===== src/rtl/conv_pkg.sv =====
// conv_pkg: shared FP32 constants and the tagged result entry of the conv output path
package conv_pkg;
  localparam int FP_W = 32;
  localparam int FP_SIGN = 31;
  localparam logic [FP_W-1:0] FP_POS_ZERO = 32'h0000_0000;
  localparam int ENTRY_COORD_W = 8;
  typedef struct packed {
    logic last;
    logic [ENTRY_COORD_W-1:0] row;
    logic [ENTRY_COORD_W-1:0] col;
    logic [FP_W-1:0] data;
  } conv_entry_t;
endpackage


===== src/rtl/conv_output_buffer_if.sv =====
// conv_output_buffer_if: tagged-result stream from the output buffer to the memory writer
interface conv_output_buffer_if #(
  parameter int DATA_W = 32,
  parameter int COORD_W = 8
);
  logic out_valid;
  logic out_ready;
  logic [DATA_W-1:0] out_data;
  logic [COORD_W-1:0] out_row;
  logic [COORD_W-1:0] out_col;
  logic out_last;
  modport master (output out_valid, out_data, out_row, out_col, out_last, input out_ready);
  modport slave (input out_valid, out_data, out_row, out_col, out_last, output out_ready);
endinterface


===== src/rtl/conv_fifo_mem.sv =====
// conv_fifo_mem: entry storage with one write port and an asynchronous read port
module conv_fifo_mem
  import conv_pkg::*;
#(
  parameter int DEPTH = 16,
  parameter int AW = $clog2(DEPTH)
) (
  input logic clk,
  input logic rst,
  input logic we,
  input logic [AW-1:0] waddr,
  input logic [AW-1:0] raddr,
  input conv_entry_t wdata,
  output conv_entry_t rdata
);
  conv_entry_t mem [DEPTH];
  // entries are cleared on reset so the head reads as zero until the first push
  always_ff @(posedge clk or negedge rst)
    if (!rst) mem <= '{default: '0};
    else if (we) mem[waddr] <= wdata;
  assign rdata = mem[raddr];
endmodule


===== src/rtl/conv_output_buffer.sv =====
// conv_output_buffer: ReLU, (row,col,last) tagging and FWFT buffering of accumulator results
module conv_output_buffer
  import conv_pkg::*;
#(
  parameter int DEPTH = 16,
  parameter int DATA_W = FP_W,
  parameter int COORD_W = ENTRY_COORD_W
) (
  input logic clk,
  input logic rst,
  input logic [DATA_W-1:0] in_data,
  input logic in_valid,
  input logic frame_start,
  input logic [COORD_W-1:0] out_width,
  input logic [COORD_W-1:0] out_height,
  input logic relu_en,
  output logic [$clog2(DEPTH):0] count,
  output logic overflow,
  conv_output_buffer_if.master wr
);
  localparam int AW = $clog2(DEPTH);
  localparam int CW = AW + 1;
  logic [AW-1:0] wr_ptr, rd_ptr;
  logic [COORD_W-1:0] row, col, row_tag, col_tag, row_nxt, col_nxt, w_last, h_last;
  logic full, pop, drop, push, last;
  conv_entry_t wr_entry, rd_entry;
  assign full = count == CW'(DEPTH);
  assign pop = wr.out_valid && wr.out_ready;
  assign drop = in_valid && full && !pop;
  assign push = in_valid && !drop;
  // tag the incoming result and step the raster position, whether the result is kept or dropped
  always_comb begin
    w_last = out_width == '0 ? '0 : out_width - 1'b1;
    h_last = out_height == '0 ? '0 : out_height - 1'b1;
    row_tag = frame_start ? '0 : row;
    col_tag = frame_start ? '0 : col;
    last = row_tag == h_last && col_tag == w_last;
    col_nxt = !in_valid ? col_tag : col_tag == w_last ? '0 : col_tag + 1'b1;
    row_nxt = !in_valid ? row_tag : last ? '0 : col_tag == w_last ? row_tag + 1'b1 : row_tag;
    wr_entry = '{last: last, row: row_tag, col: col_tag,
                 data: relu_en && in_data[FP_SIGN] ? FP_POS_ZERO : in_data};
  end
  // pointers, occupancy, raster position and the sticky loss flag
  always_ff @(posedge clk or negedge rst)
    if (!rst) begin
      wr_ptr <= '0;
      rd_ptr <= '0;
      count <= '0;
      row <= '0;
      col <= '0;
      overflow <= 1'b0;
    end else begin
      wr_ptr <= wr_ptr + AW'(push);
      rd_ptr <= rd_ptr + AW'(pop);
      count <= count + CW'(push) - CW'(pop);
      row <= row_nxt;
      col <= col_nxt;
      overflow <= drop || (overflow && !frame_start);
    end
  conv_fifo_mem #(.DEPTH(DEPTH)) u_mem (
    .clk(clk),
    .rst(rst),
    .we(push),
    .waddr(wr_ptr),
    .raddr(rd_ptr),
    .wdata(wr_entry),
    .rdata(rd_entry)
  );
  assign wr.out_valid = count != '0;
  assign wr.out_data = rd_entry.data;
  assign wr.out_row = rd_entry.row;
  assign wr.out_col = rd_entry.col;
  assign wr.out_last = rd_entry.last;
endmodule


===== src/flat_wrapper.sv =====
// flat-port wrapper written by rule: the top's interface ports become plain ports
module conv_output_buffer_flat import conv_pkg::*;
#(
  parameter int DEPTH = 16,
  parameter int DATA_W = FP_W,
  parameter int COORD_W = ENTRY_COORD_W
)
  (clk, rst, in_data, in_valid, frame_start, out_width, out_height, relu_en, count, overflow, wr_out_valid, wr_out_data, wr_out_row, wr_out_col, wr_out_last, wr_out_ready);
  conv_output_buffer_if #(.DATA_W(DATA_W), .COORD_W(COORD_W)) wr_i ();
  input logic clk;
  input logic rst;
  input logic [DATA_W-1:0] in_data;
  input logic in_valid;
  input logic frame_start;
  input logic [COORD_W-1:0] out_width;
  input logic [COORD_W-1:0] out_height;
  input logic relu_en;
  output logic [$clog2(DEPTH):0] count;
  output logic overflow;
  output wire logic [$bits(wr_i.out_valid)-1:0] wr_out_valid;
  output wire logic [$bits(wr_i.out_data)-1:0] wr_out_data;
  output wire logic [$bits(wr_i.out_row)-1:0] wr_out_row;
  output wire logic [$bits(wr_i.out_col)-1:0] wr_out_col;
  output wire logic [$bits(wr_i.out_last)-1:0] wr_out_last;
  input wire logic [$bits(wr_i.out_ready)-1:0] wr_out_ready;
  assign wr_out_valid = wr_i.out_valid;
  assign wr_out_data = wr_i.out_data;
  assign wr_out_row = wr_i.out_row;
  assign wr_out_col = wr_i.out_col;
  assign wr_out_last = wr_i.out_last;
  assign wr_i.out_ready = wr_out_ready;
  conv_output_buffer #(.DEPTH(DEPTH), .DATA_W(DATA_W), .COORD_W(COORD_W)) u_core (.clk(clk), .rst(rst), .in_data(in_data), .in_valid(in_valid), .frame_start(frame_start), .out_width(out_width), .out_height(out_height), .relu_en(relu_en), .count(count), .overflow(overflow), .wr(wr_i));
endmodule

===== config.mk =====
export PLATFORM = sky130hd
export DESIGN_NAME = conv_output_buffer_flat
export DESIGN_NICKNAME = d
export VERILOG_FILES = /design/src/rtl/conv_pkg.sv /design/src/rtl/conv_output_buffer_if.sv /design/src/rtl/conv_fifo_mem.sv /design/src/rtl/conv_output_buffer.sv /design/src/flat_wrapper.sv
export SDC_FILE = /design/constraint.sdc
export NUM_CORES = 1
export LEC_CHECK = 0
export ABC_CLOCK_PERIOD_IN_PS = 6800
export CORE_ASPECT_RATIO = 0.6
export CORE_MARGIN = 2
export CORE_UTILIZATION = 65
export CTS_BUF_LIST = sky130_fd_sc_hd__clkbuf_4
export DETAILED_ROUTE_END_ITERATION = 7
export GPL_TIMING_DRIVEN = 0
export HOLD_SLACK_MARGIN = 0.1
export PLACE_DENSITY_LB_ADDON = 0.1
export SLEW_MARGIN = 30
export SYNTH_ARGS = -nofsm -noshare
export SYNTH_HDL_FRONTEND = slang
export SYNTH_SLANG_ARGS = --single-unit

===== constraint.sdc =====
create_clock -name clk -period 6.8 [get_ports clk]
set_input_delay 1.02 -clock clk [delete_from_list [all_inputs] [get_ports clk]]
set_output_delay 1.02 -clock clk [all_outputs]
set_load 0.005 [all_outputs]

# Word-level counts from Yosys, hierarchy flattened
# Cells that the tools add are included.
[word_totals]
out_inout_bits = 56
word_cells = 117
ff_bits = 814
inputBits = 54
[classes]
bitwise_logic = 2
order_cmp = 3
reduce_logical = 15
mux = 16
addsub = 8
n_eq_ne = 3
[ops]
columns = ["operator", "n"]
rows = [
  ["bitwise mux 784 bit", 1],
  ["binary-select mux 49 bit (select 4 bit)", 1],
  ["demux 49 bit (select 4 bit)", 1],
  ["2-to-1 mux 49 bit", 3],
  ["2-to-1 mux 8 bit", 9],
  ["2-to-1 mux 32 bit", 1],
  ["adder 8 x 1 -> 8 bit, second input constant", 2],
  ["== test 8 bit", 2],
  ["logical NOT 8 bit", 2],
  ["subtractor 8 x 1 -> 8 bit, second input constant", 2],
  [">= comparator 5 bit, second input constant", 2],
  ["inverter 4 -> 5 bit", 2],
  ["adder 4 x 1 -> 4 bit", 2],
  ["logical AND 1 bit", 8],
  ["adder 5 x 1 -> 5 bit", 1],
  ["== test 5 bit, second input constant", 1],
  ["less-than comparator 5 x 1 -> 1 bit, second input constant", 1],
  ["nonzero test 5 bit", 1],
  ["subtractor 5 x 1 -> 5 bit", 1],
  ["logical NOT 1 bit", 3],
  ["logical OR 1 bit", 1],
]

# Logic depth before layout (Yosys ltp)
# Gate-level depths: netlist of the first run.
[logic_depth]
word_depth = 8
mapped_depth = 15
ltp_nobuf = 15

# Hierarchy
# A second synthesis of the first run with hierarchy kept.
[hier_totals]
cells_unflattened = 2449
hier_area_um2 = 37459.7
[modules_own_cells]
columns = ["mod", "area_each_um2", "seq_area_each_um2", "cells_each", "n_inst"]
rows = [
  ["conv_fifo_mem", 34868.4, 19618.8, 2138, 1],
  ["conv_output_buffer", 2591.2, 750.7, 311, 1],
]

# Worst setup path after synthesis of the first run
# No wires, ideal clock.
[synth_path]
path_type = "register -> output"
start = "register u_core.rd_ptr[0]"
end = "output wr_out_col[0]"
path_stages_with_launch = 6
arrival_ns = 2.375
setup_slack_ns = 3.405
required_time_ns = 5.780
n_path_buf = 3
path_cell_list = "dfrtp_1 > clkbuf_1 > buf_2 > buf_1 > mux4_2 > mux4_2"
[synth_between]
elab_chain_len = 4
[synth_lines]
columns = ["item", "line_no", "source"]
rows = [
  ["start, declared", "conv_output_buffer.sv:23", "logic [AW-1:0] wr_ptr, rd_ptr;"],
  ["start signal, assigned", "conv_output_buffer.sv:54", "rd_ptr <= rd_ptr + AW'(pop);"],
  ["inverter 4 -> 5 bit (implied by the code)", "conv_fifo_mem.sv:21", "assign rdata = mem[raddr];"],
  ["binary-select mux 49 bit (select 4 bit)", "conv_fifo_mem.sv:21", ""],
  ["2-to-1 mux 49 bit (implied by the code) (2 in a row)", "conv_fifo_mem.sv:21", ""],
  ["end, declared", "flat_wrapper.sv:23", "output wire logic [$bits(wr_i.out_col)-1:0] wr_out_col;"],
]
# Every way passes these cells. The select of a mux whose other input is x is not followed.

# Worst setup path in the final report of the first run
[layout_path]
start = "register u_core.rd_ptr[1]"
end = "output wr_out_col[7]"
# Same word-level chain as after synthesis.

==> results of run 1 <==
==> layer usage <==
layer  up-vias  global-route usage [%]  wire length (microns)
met1     14800                    60.4                  44100
met2      2360                    57.4                  48800
li1      11900                       -                      -
met5         -                       0                     13
met4         2                    18.6                   5280
met3       401                    16.1                  17400
==> cell type report <==
cell class	instances	share of cell area, %
Antenna cell	2	0.0124
Buffer	300	2.92
Clock buffer	282	5.24
Clock inverter	48	0.765
Inverter	25	0.232
Multi-Input combinational cell	2064	35.1
Sequential cell	814	50.4
Tap cell	714	2.21
Timing Repair Buffer	115	3.15
==> logic make-up (layout without fill, tap and decap cells) <==
kind of cell / count (synthesis) / in the layout
AO/OA/AOI/OAI: 822 / 822
XOR/XNOR: 20 / 20
adder cells (fa/ha/maj): 15 / 15
buffers and inverters: 325 / 770
flip-flops: 814 / 814
multiplexers: 267 / 267
other: 0 / 2
AND/OR/NAND/NOR: 940 / 940
==> flip-flops by register name, indices dropped and copies added (netlist names) <==
signal / count
u_core.col: 8
u_core.count: 5
u_core.overflow: 1
u_core.rd_ptr: 4
u_core.row: 8
u_core.u_mem.mem: 784
u_core.wr_ptr: 4
==> tightest hold or removal path, stage by stage, from the launching register on <==
cell and delay [ns]:
dfrtp_1 0.34, nand2_1 0.04, o21ai_0 0.06
==> where the power goes <==
| group | internal (mW) | total [mW] | switching, mW |
|---|---|---|---|
| combinational | 2.80 | 6.23 | 3.43 |
| clock | 2.04 | 4.07 | 2.03 |
| sequential | 6.30 | 7.12 | 0.821 |
==> cell usage in the layout (no fill, tap or decap), drive strengths merged, types with 3 or more instances in the layout <==
| cell type | n |
|---|---|
| nor3 | 6 |
| mux2 | 17 |
| mux2i | 5 |
| o221ai | 4 |
| o32ai | 3 |
| o21ai | 778 |
| dfrtp | 814 |
| xnor2 | 16 |
| bufinv | 4 |
| nand3b | 4 |
| nor2b | 10 |
| clkdlybuf4s50 | 107 |
| and3 | 7 |
| clkbuf | 538 |
| a21oi | 9 |
| clkinv | 36 |
| a21o | 3 |
| ha | 14 |
| nand4 | 7 |
| or2 | 5 |
| or4 | 4 |
| nand3 | 15 |
| xor2 | 4 |
| nor2 | 24 |
| inv | 28 |
| buf | 51 |
| and2 | 3 |
| or3 | 6 |
| nor3b | 4 |
| nand2b | 21 |
| nand2 | 816 |
| clkinvlp | 5 |
| mux4 | 245 |
==> final timing paths <==
path | to | depth (start not counted) | slack (ns) | start
hold / removal | u_core.u_mem.mem[406] | 2 | 0.48 | u_core.u_mem.mem[406]
max in group asynchronous | u_core.u_mem.mem[737] | 4 | 4.62 | rst
setup / recovery | wr_out_col[7] | 6 | 1.05 | u_core.rd_ptr[1]
min in group asynchronous | u_core.col[4] | 2 | 0.59 | rst
setup reg to reg | u_core.u_mem.mem[223] | 12 | 2.63 | u_core.count[2]
hold reg to reg | u_core.u_mem.mem[406] | 2 | 0.48 | u_core.u_mem.mem[406]
==> results_dict.tcl, run 1 <==
set metrics [dict create \
    power_mw 17.4 \
    start_util_pct 66.0 \
    multi_input_area_sq_mm 0.0142 \
    fin_nets 3570 \
    whs_ns 0.478 \
    clock_sinks 814 \
    ant_nets 0 \
    synthMuxAreaShare_pct 16.1 \
    ys.flop_type "dfrtp_1" \
    syn-num-nets 3272 \
    finalHoldViolCount 0 \
    antenna_found_initial 5 \
    crit_arrival_ns 4.73 \
    cts.clk_slew.worst_paths_ns 0.07 \
    finalSetupViolCount 0 \
    synth_warnings 0 \
    yosys.area.top_type_share_pct 56.9 \
    critPathMaxStageDelay_ns 0.81 \
    synth_top_family_by_area "multiplexers" \
    dp.final_hpwl_mm 79.3 \
    synthDistinctLibCells 61 \
    synthArstFlopShare_pct 100 \
    synth_edf_count 0 \
    grt_pass1_wl_mm 176 \
    synth_xor_area_share_pct 0.489 \
    placed_cells 4031 \
    synth_most_common_cell "nand2_1" \
    worstPathRequired_ns 5.78 \
    synth_area_per_cell_sq_um 11.2 \
    maxCapViolCount 0 \
    power.density_mw_per_mm2 431 \
    final_util_pct 74.5 \
    routed_wl_mm 116 \
    fin_setup_tns_ns 0 \
    row_count 66 \
    worst_pin_slew_ns 1.09 \
    layoutNonFillerInstCount 4364 \
    path_delay_family "buffers and inverters" \
    irDropWorstVdd_mv 0.271 \
    cp_max_fo 10 \
    cts_tree "yes" \
    grt_usage_pct 42.0 \
    firstDrtPassIters 7 \
    cts_resized 0 \
    grt_max_degree 136 \
    synth_area_leader_cell "dfrtp_1" \
    die_h_microns 186 \
    hold_path.class "reg -> reg" \
    period_needed_ns 5.75 \
    synth_seq_cells 814 \
    end_kind "output port" \
    rsz0062_at_grt "no" \
    grt-ovfl-total 0 \
    ys_seq_area_share_pct 56.9 \
    synth_area_sq_mm 0.0358 \
    vias_per_cell 6.75 \
    clk_path_buf_depth 3 \
    post_cts_buffers 0 \
    core_area_sq_mm 0.0543 \
    grt_pass1_vias 29200 \
    ys_top_cells_by_count "816 x nand2_1, 814 x dfrtp_1, 778 x o21ai_0" \
    drtIter0Drc 4305 \
    cp_num_buf_inv 4 \
    insertion_delay_ns 1.02 \
    cts_max_level 4 \
    seq_area_sq_mm 0.0204 \
    synth-compound-area-share_pct 11.8 \
    routedWlPerCell_microns 26.5 \
    die_area_sq_mm 0.0570 \
    cp-start-kind "register" \
    place_area_sq_mm 0.0380 \
    synth_fa_ha_area_share_pct 0.545 \
    worstPathCellList "clkbuf_1, clkbuf_1, buf_1, mux4_2, mux4_2, clkdlybuf4s50_1" \
    area_growth_pct 12.9 \
    synthCells 3203 \
    vias 29500 \
    portBuffers 108 \
    die_w_microns 307 \
    slew_headroom_pct 27.3 \
    slew_violations 0 \
    finalWeightedCongestion 0.929 \
    cts-root-buf "clkbuf_4" \
    timing.final.ws_setup_ns 1.05 \
    layout-drive-gt1-share_pct 16.7 \
    design_area_sq_mm 0.0404 \
    place_ws_ns 1.64 \
    fmax_mhz 174 \
    period_share_pct 84.6 \
    clock_skew_ns 0.0463 \
    yosys.area_share.simple_pct 10.7 \
    postCtsHoldBufs 1 \
    leakagePower_nw 18.0 \
    synth_area_leaders "dfrtp_1 57%, mux4_2 15%, o21ai_0 11%" \
    io_pins 110 \
    status "complete, no violations" \
    critical_path_class "reg -> out" \
    fill_cells 3610 \
    slowest_stage "buf_1" \
    drc_errors 0 \
    numCtsBuffers 181 \
]
Power figures use the tool's default switching activity.
==> run 2, diff against run 1 <==
--- a/config.mk
+++ b/config.mk
@@ -5,10 +5,10 @@
 export SDC_FILE = /design/constraint.sdc
 export NUM_CORES = 1
 export LEC_CHECK = 0
-export ABC_CLOCK_PERIOD_IN_PS = 6800
+export ABC_CLOCK_PERIOD_IN_PS = 4950
 export CORE_ASPECT_RATIO = 0.6
 export CORE_MARGIN = 2
-export CORE_UTILIZATION = 65
+export CORE_UTILIZATION = 58
 export CTS_BUF_LIST = sky130_fd_sc_hd__clkbuf_4
 export DETAILED_ROUTE_END_ITERATION = 7
 export GPL_TIMING_DRIVEN = 0
==> constraint.sdc (replaced) <==
create_clock -name clk -period 4.95 [get_ports clk]
set_input_delay 0.7425 -clock clk [delete_from_list [all_inputs] [get_ports clk]]
set_output_delay 0.7425 -clock clk [all_outputs]
set_load 0.005 [all_outputs]
==> results_dict.tcl, run 2 (same netlist as run 1, synthesis figures left out) <==
set metrics [dict create \
    status "finished, violations left" \
    violations "design-rule violations" \
    core_area_sq_mm 0.0610 \
    ant_nets 0 \
    grt_pass1_vias 28500 \
    grt_pass1_wl_mm 173 \
    grt_max_degree 139 \
    clk_path_buf_depth 3 \
    critical_path_class "reg -> out" \
    routedWlPerCell_microns 25.5 \
    layout_commonest_cell "nand2_1" \
    cts.clk_slew.worst_paths_ns 0.08 \
    worst_pin_slew_ns 1.13 \
    placed_cells 4146 \
    cts_tree "yes" \
    die_h_microns 196 \
    hold_path.class "in -> async" \
    area_growth_pct 13.5 \
    slew_violations 0 \
    place_area_sq_mm 0.0381 \
    final_cell_mix "816 x nand2_1, 814 x dfrtp_1, 778 x o21ai_0" \
    io_pins 110 \
    fin_nets 3575 \
    period_share_pct 98.9 \
    leakagePower_nw 18.1 \
    row_count 70 \
    fin_setup_tns_ns 0 \
    reg_top3 "u_core.u_mem.mem: 784 flops, u_core.col: 8 flops, u_core.row: 8 flops" \
    portBuffers 108 \
    clock_sinks 814 \
    design_area_sq_mm 0.0406 \
    grt_usage_pct 36.6 \
    die_w_microns 325 \
    cp-start-kind "register" \
    firstDrtPassIters 8 \
    ff2ff_path_depth 10 \
    vias 28500 \
    post_cts_buffers 0 \
    finalWeightedCongestion 0.909 \
    die_area_sq_mm 0.0638 \
    antenna_found_initial 6 \
    clock_skew_ns 0.0935 \
    numCtsBuffers 185 \
    power.density_mw_per_mm2 589 \
    layout-drive-gt1-share_pct 17.0 \
    routed_wl_mm 114 \
    slew_headroom_pct 25.0 \
    start_util_pct 58.7 \
    drc_errors 2 \
    rsz0062_at_grt "no" \
    insertion_delay_ns 1.02 \
    irDropWorstVdd_mv 0.383 \
    layoutNonFillerInstCount 4473 \
    period_needed_ns 4.90 \
    cts_max_level 4 \
    finalHoldViolCount 0 \
    dp.final_hpwl_mm 79.9 \
    final_util_pct 66.6 \
    finalSetupViolCount 0 \
    cp_max_fo 10 \
    worstPathRequired_ns 4.21 \
    fmax_mhz 204 \
    maxCapViolCount 0 \
    end_kind "output port" \
    crit_arrival_ns 4.15 \
    drtIter0Drc 3590 \
    top_register "u_core.u_mem.mem" \
    cts-root-buf "clkbuf_4" \
    largest_register_ffs 784 \
    vias_per_cell 6.38 \
    grt-ovfl-total 0 \
]
run 2: critical path, stage by stage (launching register included):
cell and delay (ns):
dfrtp_1 0.37, clkbuf_2 0.32, clkbuf_2 0.43, clkbuf_2 0.52, mux4_2 0.45, mux4_2 0.57, clkdlybuf4s50_1 0.50
run 2: layout make-up:
class                           count  area [sq um]
Multi-Input combinational cell   2064         14200
Fill cell                        4642         20300
Timing Repair Buffer              116          1280
Clock inverter                     45           340
Clock buffer                      278          2090
Inverter                           25          93.8
Tap cell                          828          1040
Antenna cell                        3          7.51
Buffer                            300          1220
Sequential cell                   814         20400
run 2: worst paths after layout:
path	start	to	slack (ns)
min	rst	u_core.u_mem.mem[660]	0.25
max in group asynchronous	rst	u_core.u_mem.mem[628]	2.49
max	u_core.rd_ptr[1]	wr_out_col[3]	0.05
max reg2reg	u_core.count[3]	u_core.u_mem.mem[62]	0.79
min in group clk	in_valid	u_core.overflow	0.43
min reg2reg	u_core.u_mem.mem[45]	u_core.u_mem.mem[45]	0.48
run 2: what timing repair did:
item / in CTS / in global routing
endpoints found under the hold margin: 265 / 0
hold buffers: 1 / 0
gates cloned: 0 / 0
resized for setup: 36 / 4
setup endpoints to repair: 49 / 9
run 2: metrics by stage:
stage          hold slack (ns)  power, mW  setup WS (ns)
2_1_floorplan            0.445       14.7           1.83
3_3_place_gp             0.455       17.8         -31.17
3_5_place_dp             0.465       18.2         0.0505
4_1_cts                  0.212       23.8         0.0395
5_1_grt                  0.225       25.2        0.00924
6_report                 0.249       23.9         0.0536
run 2: where the power goes:
part / total (mW) / switching (mW) / internal (mW)
logic: 8.57 / 4.69 / 3.88
clock network: 5.58 / 2.72 / 2.86
registers: 9.76 / 1.10 / 8.66
run 2: per-layer routing:
metal	wire length (microns)	global-route usage, %
met1	46100	53.3
met2	48300	50.3
met3	16400	15.0
met4	3330	12.6
met5	41	0
